<file path="config.mk">
export PLATFORM = sky130hd
export DESIGN_NAME = adsr_voice_mixer
export DESIGN_NICKNAME = d
export VERILOG_FILES = /design/src/rtl/adsr_voice_mixer.sv
export SDC_FILE = /design/constraint.sdc
export NUM_CORES = 1
export LEC_CHECK = 0
export CAP_MARGIN = 10
export CELL_PAD_IN_SITES_DETAIL_PLACEMENT = 1
export CELL_PAD_IN_SITES_GLOBAL_PLACEMENT = 2
export CORE_ASPECT_RATIO = 1.2
export CORE_MARGIN = 1.5
export CORE_UTILIZATION = 45
export CTS_CLUSTER_DIAMETER = 200
export DETAILED_ROUTE_END_ITERATION = 10
export DONT_BUFFER_PORTS = 1
export PLACE_DENSITY = 0.89
export SETUP_SLACK_MARGIN = 0.15
export SLEW_MARGIN = 20
export SYNTH_ARGS = -nofsm -noshare
export SYNTH_HDL_FRONTEND = slang
export SYNTH_SLANG_ARGS = --single-unit
export TNS_END_PERCENT = 5
</file>
<file path="constraint.sdc">
create_clock -name clk -period 12.7 [get_ports clk]
set_input_delay 1.905 -clock clk [delete_from_list [all_inputs] [get_ports clk]]
set_output_delay 1.905 -clock clk [all_outputs]
set_load 0.01 [all_outputs]
</file>
<file path="src/rtl/adsr_voice_mixer.sv">
// -----------------------------------------------------------------------------
// adsr_voice_mixer
//
// Purpose:
//   NUM_VOICES independent gated envelopes (IDLE/ATTACK/SUSTAIN/RELEASE), each
//   scaling its own unsigned voice sample. The scaled voices are summed and
//   divided by the number of active voices, so perceived amplitude stays
//   roughly constant as notes are added or dropped. Sits between note decode
//   and the DAC output byte.
//
// Ports:
//   clk           in   system clock, all state on posedge
//   reset_n       in   asynchronous active-low reset
//   voice_sample  in   packed unsigned samples, voice i at [i*SAMPLE_W +: SAMPLE_W]
//   voice_gate    in   per-voice key-held gate, synchronous to clk
//   mix_out       out  normalised mix (registered, 2 clk after gain/sample change)
//   voice_active  out  per-voice "state is not IDLE", straight from state regs
//   active_count  out  number of non-IDLE voices, stage-1 registered
// -----------------------------------------------------------------------------
module adsr_voice_mixer #(
    parameter int NUM_VOICES  = 3,
    parameter int SAMPLE_W    = 8,
    parameter int GAIN_W      = 8,
    parameter int TICK_DIV    = 625000,
    parameter int ATTACK_INC  = 8,
    parameter int RELEASE_DEC = 2
) (
    input  logic                           clk,
    input  logic                           reset_n,
    input  logic [NUM_VOICES*SAMPLE_W-1:0] voice_sample,
    input  logic [NUM_VOICES-1:0]          voice_gate,
    output logic [SAMPLE_W-1:0]            mix_out,
    output logic [NUM_VOICES-1:0]          voice_active,
    output logic [3:0]                     active_count
);

    localparam int CNT_W  = $clog2(TICK_DIV);
    localparam int PROD_W = SAMPLE_W + GAIN_W;
    localparam int SUM_W  = SAMPLE_W + 3;
    localparam int RCP_W  = 17;
    localparam int MIXP_W = SUM_W + RCP_W;

    localparam logic [GAIN_W-1:0]   GMAX     = {GAIN_W{1'b1}};
    localparam logic [SAMPLE_W-1:0] MIX_MAX  = {SAMPLE_W{1'b1}};
    localparam logic [CNT_W-1:0]    CNT_LAST = CNT_W'(TICK_DIV - 1);

    typedef enum logic [1:0] {
        ST_IDLE    = 2'd0,
        ST_ATTACK  = 2'd1,
        ST_SUSTAIN = 2'd2,
        ST_RELEASE = 2'd3
    } state_t;

    // Saturating attack step; the sum is formed 32 bits wide so it cannot wrap.
    function automatic logic [GAIN_W-1:0] f_attack_step(input logic [GAIN_W-1:0] g);
        logic [31:0] t;
        t = 32'(g) + 32'(ATTACK_INC);
        if (t >= 32'(GMAX)) begin
            return GMAX;
        end else begin
            return GAIN_W'(t);
        end
    endfunction

    // Saturating release step, floors at zero.
    function automatic logic [GAIN_W-1:0] f_release_step(input logic [GAIN_W-1:0] g);
        if (32'(g) <= 32'(RELEASE_DEC)) begin
            return {GAIN_W{1'b0}};
        end else begin
            return g - GAIN_W'(RELEASE_DEC);
        end
    endfunction

    // floor(65536/k): multiplying by this and shifting by 16 divides by k.
    function automatic logic [RCP_W-1:0] f_recip(input logic [3:0] k);
        case (k)
            4'd1:    return 17'd65536;
            4'd2:    return 17'd32768;
            4'd3:    return 17'd21845;
            4'd4:    return 17'd16384;
            4'd5:    return 17'd13107;
            4'd6:    return 17'd10922;
            4'd7:    return 17'd9362;
            4'd8:    return 17'd8192;
            default: return 17'd0;
        endcase
    endfunction

    logic [CNT_W-1:0]      r_cnt;
    logic [NUM_VOICES-1:0] r_gate_q;
    state_t                r_state  [NUM_VOICES];
    logic [GAIN_W-1:0]     r_gain   [NUM_VOICES];
    logic [SAMPLE_W-1:0]   r_scaled [NUM_VOICES];
    logic [3:0]            r_count;
    logic [SAMPLE_W-1:0]   r_mix;

    logic                  w_tick;
    logic [NUM_VOICES-1:0] w_rise;
    logic [NUM_VOICES-1:0] w_fall;
    logic [NUM_VOICES-1:0] w_active;
    logic [PROD_W-1:0]     w_prod   [NUM_VOICES];
    logic [3:0]            w_count;
    logic [SUM_W-1:0]      w_sum;
    logic [MIXP_W-1:0]     w_mix_prod;
    logic [SAMPLE_W-1:0]   w_mix_next;

    assign w_tick = (r_cnt == CNT_LAST);
    assign w_rise = voice_gate & ~r_gate_q;
    assign w_fall = ~voice_gate & r_gate_q;

    // Envelope tick prescaler: counts 0..TICK_DIV-1 and wraps.
    always_ff @(posedge clk or negedge reset_n) begin
        if (!reset_n) begin
            r_cnt <= {CNT_W{1'b0}};
        end else if (w_tick) begin
            r_cnt <= {CNT_W{1'b0}};
        end else begin
            r_cnt <= r_cnt + CNT_W'(1);
        end
    end

    // Per-voice envelope FSM and gain; gate edges win over the tick and hold gain.
    always_ff @(posedge clk or negedge reset_n) begin
        if (!reset_n) begin
            r_gate_q <= {NUM_VOICES{1'b0}};
            for (int i = 0; i < NUM_VOICES; i++) begin
                r_state[i] <= ST_IDLE;
                r_gain[i]  <= {GAIN_W{1'b0}};
            end
        end else begin
            r_gate_q <= voice_gate;
            for (int i = 0; i < NUM_VOICES; i++) begin
                if (w_rise[i]) begin
                    // Retrigger keeps the current gain so there is no click.
                    r_state[i] <= ST_ATTACK;
                end else if (w_fall[i] &&
                             (r_state[i] == ST_ATTACK || r_state[i] == ST_SUSTAIN)) begin
                    r_state[i] <= ST_RELEASE;
                end else begin
                    case (r_state[i])
                        ST_IDLE: begin
                            r_gain[i] <= {GAIN_W{1'b0}};
                        end
                        ST_ATTACK: begin
                            if (w_tick) begin
                                r_gain[i] <= f_attack_step(r_gain[i]);
                                if (f_attack_step(r_gain[i]) == GMAX) begin
                                    r_state[i] <= ST_SUSTAIN;
                                end else begin
                                    r_state[i] <= ST_ATTACK;
                                end
                            end else begin
                                r_gain[i] <= r_gain[i];
                            end
                        end
                        ST_SUSTAIN: begin
                            r_gain[i] <= GMAX;
                        end
                        ST_RELEASE: begin
                            if (w_tick) begin
                                r_gain[i] <= f_release_step(r_gain[i]);
                                if (f_release_step(r_gain[i]) == {GAIN_W{1'b0}}) begin
                                    r_state[i] <= ST_IDLE;
                                end else begin
                                    r_state[i] <= ST_RELEASE;
                                end
                            end else begin
                                r_gain[i] <= r_gain[i];
                            end
                        end
                        default: begin
                            r_state[i] <= ST_IDLE;
                            r_gain[i]  <= {GAIN_W{1'b0}};
                        end
                    endcase
                end
            end
        end
    end

    // Active flags, per-voice products and active-voice population count.
    always_comb begin
        w_count = 4'd0;
        for (int i = 0; i < NUM_VOICES; i++) begin
            w_active[i] = (r_state[i] != ST_IDLE);
            w_prod[i]   = PROD_W'(voice_sample[i*SAMPLE_W +: SAMPLE_W]) * PROD_W'(r_gain[i]);
            w_count     = w_count + {3'd0, w_active[i]};
        end
    end

    // Stage 1: scaled voices (product >> GAIN_W, truncating) and active count.
    always_ff @(posedge clk or negedge reset_n) begin
        if (!reset_n) begin
            r_count <= 4'd0;
            for (int i = 0; i < NUM_VOICES; i++) begin
                r_scaled[i] <= {SAMPLE_W{1'b0}};
            end
        end else begin
            r_count <= w_count;
            for (int i = 0; i < NUM_VOICES; i++) begin
                r_scaled[i] <= SAMPLE_W'(w_prod[i] >> GAIN_W);
            end
        end
    end

    // Sum of stage-1 voices, divided by the stage-1 active count and clamped.
    always_comb begin
        w_sum = {SUM_W{1'b0}};
        for (int i = 0; i < NUM_VOICES; i++) begin
            w_sum = w_sum + SUM_W'(r_scaled[i]);
        end
        w_mix_prod = MIXP_W'(w_sum) * MIXP_W'(f_recip(r_count));
        if (r_count == 4'd0) begin
            w_mix_next = {SAMPLE_W{1'b0}};
        end else if ((w_mix_prod >> 16) > MIXP_W'(MIX_MAX)) begin
            w_mix_next = MIX_MAX;
        end else begin
            w_mix_next = SAMPLE_W'(w_mix_prod >> 16);
        end
    end

    // Stage 2: registered mix output.
    always_ff @(posedge clk or negedge reset_n) begin
        if (!reset_n) begin
            r_mix <= {SAMPLE_W{1'b0}};
        end else begin
            r_mix <= w_mix_next;
        end
    end

    assign mix_out      = r_mix;
    assign voice_active = w_active;
    assign active_count = r_count;

endmodule

</file>
==> results of run 1 <==
==> worst max-delay path by stage <==
stage / start / endpoint / slack (ns) / cells after the start
floorplan: r_scaled[2] / mix_out[0] / 6.28 / 27
global placement: r_scaled[2] / mix_out[3] / 5.75 / 27
detailed placement: r_scaled[2] / mix_out[1] / 5.50 / 27
CTS: r_scaled[2] / mix_out[3] / 5.44 / 27
global route: r_scaled[1] / mix_out[2] / 4.95 / 28
finish: r_scaled[2] / mix_out[3] / 5.46 / 27
==> per-stage QoR <==
stage	hold slack (ns)	cell area, um2	utilization (%)	setup WS (ns)	instances
after global placement	0.453	13600	47.0	5.75	1830
after CTS	0.476	13900	48.2	5.44	1846
after floorplan	0.433	13300	-	6.28	1497
after detailed placement	0.465	13600	47.0	5.50	1830
final	0.471	13900	48.2	5.46	1846
after global routing	0.489	13900	48.2	4.95	1846
==> sequential cells by signal, indices dropped and copies added (netlist names) <==
| signal | count |
|---|---|
| r_gain | 24 |
| r_scaled | 24 |
| r_cnt | 20 |
| mix_out | 8 |
| r_state | 6 |
| r_gate_q | 3 |
| active_count | 2 |
==> layer usage <==
metal / vias up / track usage, % / part of all wire (%) / wire length (um)
li1: 4770 / - / - / -
met3: 47 / 3.07 / 2.5 / 754
met5: - / 0 / 0 / 0
met1: 4993 / 24.0 / 42 / 12800
met4: 0 / 6.22 / 2.0 / 613
met2: 80 / 42.9 / 54 / 16400
==> worst max-delay path, cell delays in order, from the launching register on <==
cell	delay [ns]
dfrtp_1	0.38
fa_1	0.51
ha_1	0.31
a21o_1	0.16
a21oi_1	0.22
o21bai_1	0.09
a21oi_1	0.24
o21bai_1	0.09
a21oi_1	0.27
mux2i_1	0.59
xor2_1	0.20
ha_1	0.45
inv_1	0.10
fa_1	0.62
xor2_1	0.18
ha_1	0.28
xnor2_1	0.14
ha_1	0.19
a21o_1	0.18
ha_1	0.28
a21o_1	0.18
a221oi_1	0.39
o211ai_2	0.17
nand3_1	0.18
a31oi_2	0.13
a211oi_1	0.26
nor2_2	0.13
o21a_1	0.20
==> kinds of logic (layout without fill, tap and decap cells) <==
family                     Yosys count  count (layout)
AOI/OAI and AO/OA                  208             208
buffers and inverters              290             254
adders and majority gates          361             361
and+or+nand+nor                    475             475
muxes                                4               4
xor gates and xnor gates            70              70
other                                1               2
DFF                                 87              87
==> cell type report <==
cell class                      instances  area share, %
Clock buffer                            9           1.62
Clock inverter                          7          0.701
Inverter                              237           6.39
Multi-Input combinational cell       1120           72.2
Sequential cell                        87           15.6
Tap cell                              385           3.46
Timing Repair Buffer                    1         0.0539
==> cells in the final DEF (no fill, tap or decap), types with 22 or more instances in the layout <==
cell,synthesis,final
nand3_1,22,22
fa_1,147,147
o21ai_0,41,41
nor2_1,95,95
o21a_1,24,24
inv_1,237,237
a21oi_1,42,42
xor2_1,23,23
dfrtp_1,87,87
xnor2_1,47,47
ha_1,212,212
and2_1,102,102
nand2_1,151,151
nor3_1,29,29
==> results.tsv, run 1 <==
metric	value	unit
area_growth	4.44	%
coreArea	28900	um2
yosys.area.top_type	fa_1	
rr_worst_depth	27	
synth_top_area_share	22.1	%
hold_class	reg -> reg	
rsz0062_at_grt	false	
multiInputGateArea	10100	um2
initial_core_util	46.1	%
track_usage	21.7	%
synth-compound-area-share	10.6	%
synth_area	13300	um2
die_w	160	um
cp.required	12.95	ns
worstHoldStart	r_cnt[0]	
grt_overflow	0	
post_cts_buffers	0	
slew_violations	0	
finalSetupViolCount	0	
dr.pass1.iters	4	
clock_latency	0.37	ns
relSlewSlack	39.4	%
worstMarginPinSlew	0.905	ns
register_area	2180	um2
initialDrtViolationCount	278	
ys_seq_area_share	16.3	%
place_hpwl	24.8	mm
ys_top_cells_by_area	fa_1 (22%), ha_1 (20%), dfrtp_1 (16%)	
yosys_warnings	0	
r2r-end	mix_out[3]	
cp-end-kind	flip-flop	
syn_avg_cell_area	8.92	um2
ctsResizeCount	0	
n_fill_cell	3439	
synth.ff_latch_count	87	
cts_buffer_depth	2	
row_count	68	
crit_type	reg -> reg	
die_area	30700	um2
hold_viol	0	
synth_mux_area_share	0.300	%
cap_violations	0	
period_share	57.0	%
ys_top_cells_by_count	inv_1 (237), ha_1 (212), nand2_1 (151), fa_1 (147), and2_1 (102)	
synthSimpleGateAreaFrac	17.7	%
syn_inst	1496	
worst-path-max-fanout	8	
cts_num_sinks	87	
cp.arrival	7.49	ns
cts_tree	built	
critPathLaunchType	flip-flop	
vias	9890	
postRouteAntennaNets	0	
min_to	r_cnt[0]	
synthXorXnorAreaFrac	4.60	%
via_per_inst	5.36	
post-route-drc-count	0	
clk_pin_slew	0.07	ns
wl_per_cell	16.6	um
htree_levels	3	
synth_fa_ha_area_share	42.1	%
period_needed	7.24	ns
grt_pass1_wl	53.9	mm
synth.distinct_cells	66	
antenna_found_initial	0	
ys_dominant_reg_cell	dfrtp_1	
fin_skew	0.0178	ns
fmax	138	MHz
antenna_cells	0	
cts_inserted_buffers	9	
min_path_cells	1	
r2r_slack	5.46	ns
drive_above_1_share	2.60	%
ctsHoldBuffers	0	
async_reset_ff_share	100	%
synth-edff-count	0	
pin_count	44	
fin_setup_tns	0	ns
r2r-start	r_scaled[2]	
clock-root-buffer	clkbuf_16	
grt_pass1_vias	11300	
synth.most_common_cell	inv_1	
numPortBuffers	0	
status	finished clean	
synth_top_family_by_area	adder cells	
place_congestion	0.821	
wl	30.6	mm
die_y	192	um
grt_max_degree	88	
nNetsFinal	1844	
Power of run 1 is not shown: default switching activity piles up to over one toggle a cycle in this logic, so the estimate is an artifact.
==> run 2: changes to the inputs <==
Settings changed: CORE_UTILIZATION 45 to 42, PLACE_DENSITY 0.89 to 0.84.
Clock period 12.7 ns to 7.4 ns, I/O delays scaled along.
==> results.tsv, run 2 (synthesized netlist as in run 1, its figures left out) <==
metric	value	unit	change
cp.required	7.65	ns	was 12.95 ns
hold_viol	0		unchanged
mostFrequentLayoutCells	inv_1 (236), ha_1 (210), nand2_1 (150)		was inv_1 (237), ha_1 (212), nand2_1 (151)
cap_violations	0		unchanged
dr.pass1.iters	4		unchanged
finalSetupViolCount	0		unchanged
clock-root-buffer	clkbuf_16		unchanged
via_per_inst	5.32		was 5.36
critPathLaunchType	flip-flop		unchanged
period_share	91.3	%	was 57.0%
htree_levels	3		unchanged
place_hpwl	25.1	mm	was 24.8 mm
fmax	148	MHz	was 138 MHz
area_growth	5.36	%	was 4.44%
crit_family	adder cells		unchanged
postRouteAntennaNets	0		unchanged
clk_pin_slew	0.09	ns	was 0.07 ns
cts_inserted_buffers	9		unchanged
cts_buffer_depth	2		unchanged
row_count	71		was 68
path_buf_inv	5		was 1
crit_type	reg -> reg		unchanged
place_congestion	0.788		was 0.821
pin_count	44		unchanged
slowest_delay	0.55	ns	was 0.62 ns
fin_setup_tns	0	ns	unchanged
wl_per_cell	16.8	um	was 16.6 um
worst-path-max-fanout	8		unchanged
die_y	198	um	was 192 um
final_cells	1865		was 1846
slew_violations	0		unchanged
rsz0062_at_grt	false		unchanged
track_usage	20.3	%	was 21.7%
grt_pass1_vias	11200		was 11.3k
grt_overflow	0		unchanged
cts_tree	built		unchanged
ctsHoldBuffers	0		unchanged
post-route-drc-count	0		unchanged
coreArea	31300	um2	was 28900 um2
cp.arrival	7.00	ns	was 7.49 ns
register_area	2180	um2	unchanged
initial_core_util	42.7	%	was 46.1%
dp_cells	1847		was 1830
wl	31.3	mm	was 30.6 mm
fin_skew	0.0178	ns	about the same
antenna_cells	0		unchanged
multiInputGateArea	10200	um2	was 10100 um2
die_area	32800	um2	was 30700 um2
clock_latency	0.37	ns	about the same
cts_num_sinks	87		unchanged
largest_registers	r_gain: 24 flops, r_scaled: 24 flops, r_cnt: 20 flops		unchanged
grt_pass1_wl	54.4	mm	was 53.9 mm
period_needed	6.75	ns	was 7.24 ns
relSlewSlack	39.5	%	was 39.4%
hold_class	in -> async		was reg -> reg
numPortBuffers	0		unchanged
layout_commonest_cell	inv_1		unchanged
vias	9920		was 9890
nNetsFinal	1847		was 1844
antenna_found_initial	0		unchanged
cp-end-kind	flip-flop		unchanged
worstMarginPinSlew	0.903	ns	was 0.905 ns
grt_max_degree	88		unchanged
drive_above_1_share	3.96	%	was 2.60%
initialDrtViolationCount	258		was 278
n_fill_cell	3650		was 3439
die_w	166	um	was 160 um
slowest_stage	fa_1		unchanged
cpMostUsedCell	inv_1		was ha_1
status	finished clean		unchanged
==> run 2: routing by layer <==
| metal | share of wire [%] | vias up | global-route usage [%] | wire length, um |
|---|---|---|---|---|
| li1 | - | 4779 | - | - |
| met1 | 43 | 5020 | 23.4 | 13400 |
| met2 | 53 | 84 | 38.9 | 16600 |
| met3 | 2.2 | 37 | 2.62 | 684 |
| met4 | 2.1 | 0 | 5.87 | 665 |
| met5 | 0 | - | 0 | 0 |
==> run 2: worst reg2reg max path, cell delays in order (launching register included) <==
cell and delay, ns:
dfrtp_1 0.39, fa_1 0.50, ha_1 0.31, a21o_1 0.15, a21oi_1 0.22, o21bai_1 0.09, a21oi_1 0.23, xnor2_1 0.13
or2_2 0.32, inv_1 0.08, ha_1 0.17, inv_1 0.10, fa_1 0.55, inv_1 0.05, fa_1 0.48, inv_1 0.06
fa_1 0.53, inv_1 0.04, ha_1 0.29, ha_1 0.38, a21o_1 0.20, a21o_1 0.20, a21o_1 0.17, a21oi_1 0.32
a31oi_4 0.15, mux2i_2 0.25, nor2_4 0.10, o21a_1 0.20
==> run 2: final timing paths <==
kind	start	end	slack [ns]	cells after the start
worst max-delay path	r_scaled[2]	mix_out[3]	0.65	27
min in group clk	r_cnt[0]	r_cnt[0]	0.46	1
worst max register to register	r_scaled[2]	mix_out[3]	0.65	27
max in group asynchronous	reset_n	mix_out[2]	6.81	0
worst min register to register	r_cnt[0]	r_cnt[0]	0.46	1
worst min-delay path	reset_n	r_gain[19]	0.43	0
==> run 2: cell type report <==
| cell class | count | share of cell area, % |
|---|---|---|
| flip-flops and latches | 87 | 15.5 |
| well taps | 401 | 3.57 |
| inverters | 237 | 6.33 |
| repair buffers | 4 | 0.214 |
| clock buffers | 9 | 1.60 |
| clock inverters | 7 | 0.525 |
| multi-input cells | 1120 | 72.3 |
==> run 2: repair_timing <==
item                       CTS  global route
setup endpoints to repair    0             8
gates resized for setup      0            21
buffers inserted             0             2
==> run 2: stage by stage <==
stage,util [%],setup WS (ns),hold WS [ns],cell area (um2)
floorplan,-,0.976,0.433,13300
global placement,43.6,0.545,0.451,13600
detailed placement,43.6,0.278,0.463,13600
CTS,44.6,0.229,0.410,13900
global route,44.9,0.177,0.411,14100
finish,44.9,0.647,0.433,14100
Power of run 2 is left out for the same reason.
==> run 3: changes to the inputs <==
Settings changed: SKIP_CTS_REPAIR_TIMING from default to 1.
==> results of run 3 <==
Same layout as run 2: the final DEF is identical, and so are final timing and power.
Power of run 3 is left out for the same reason.
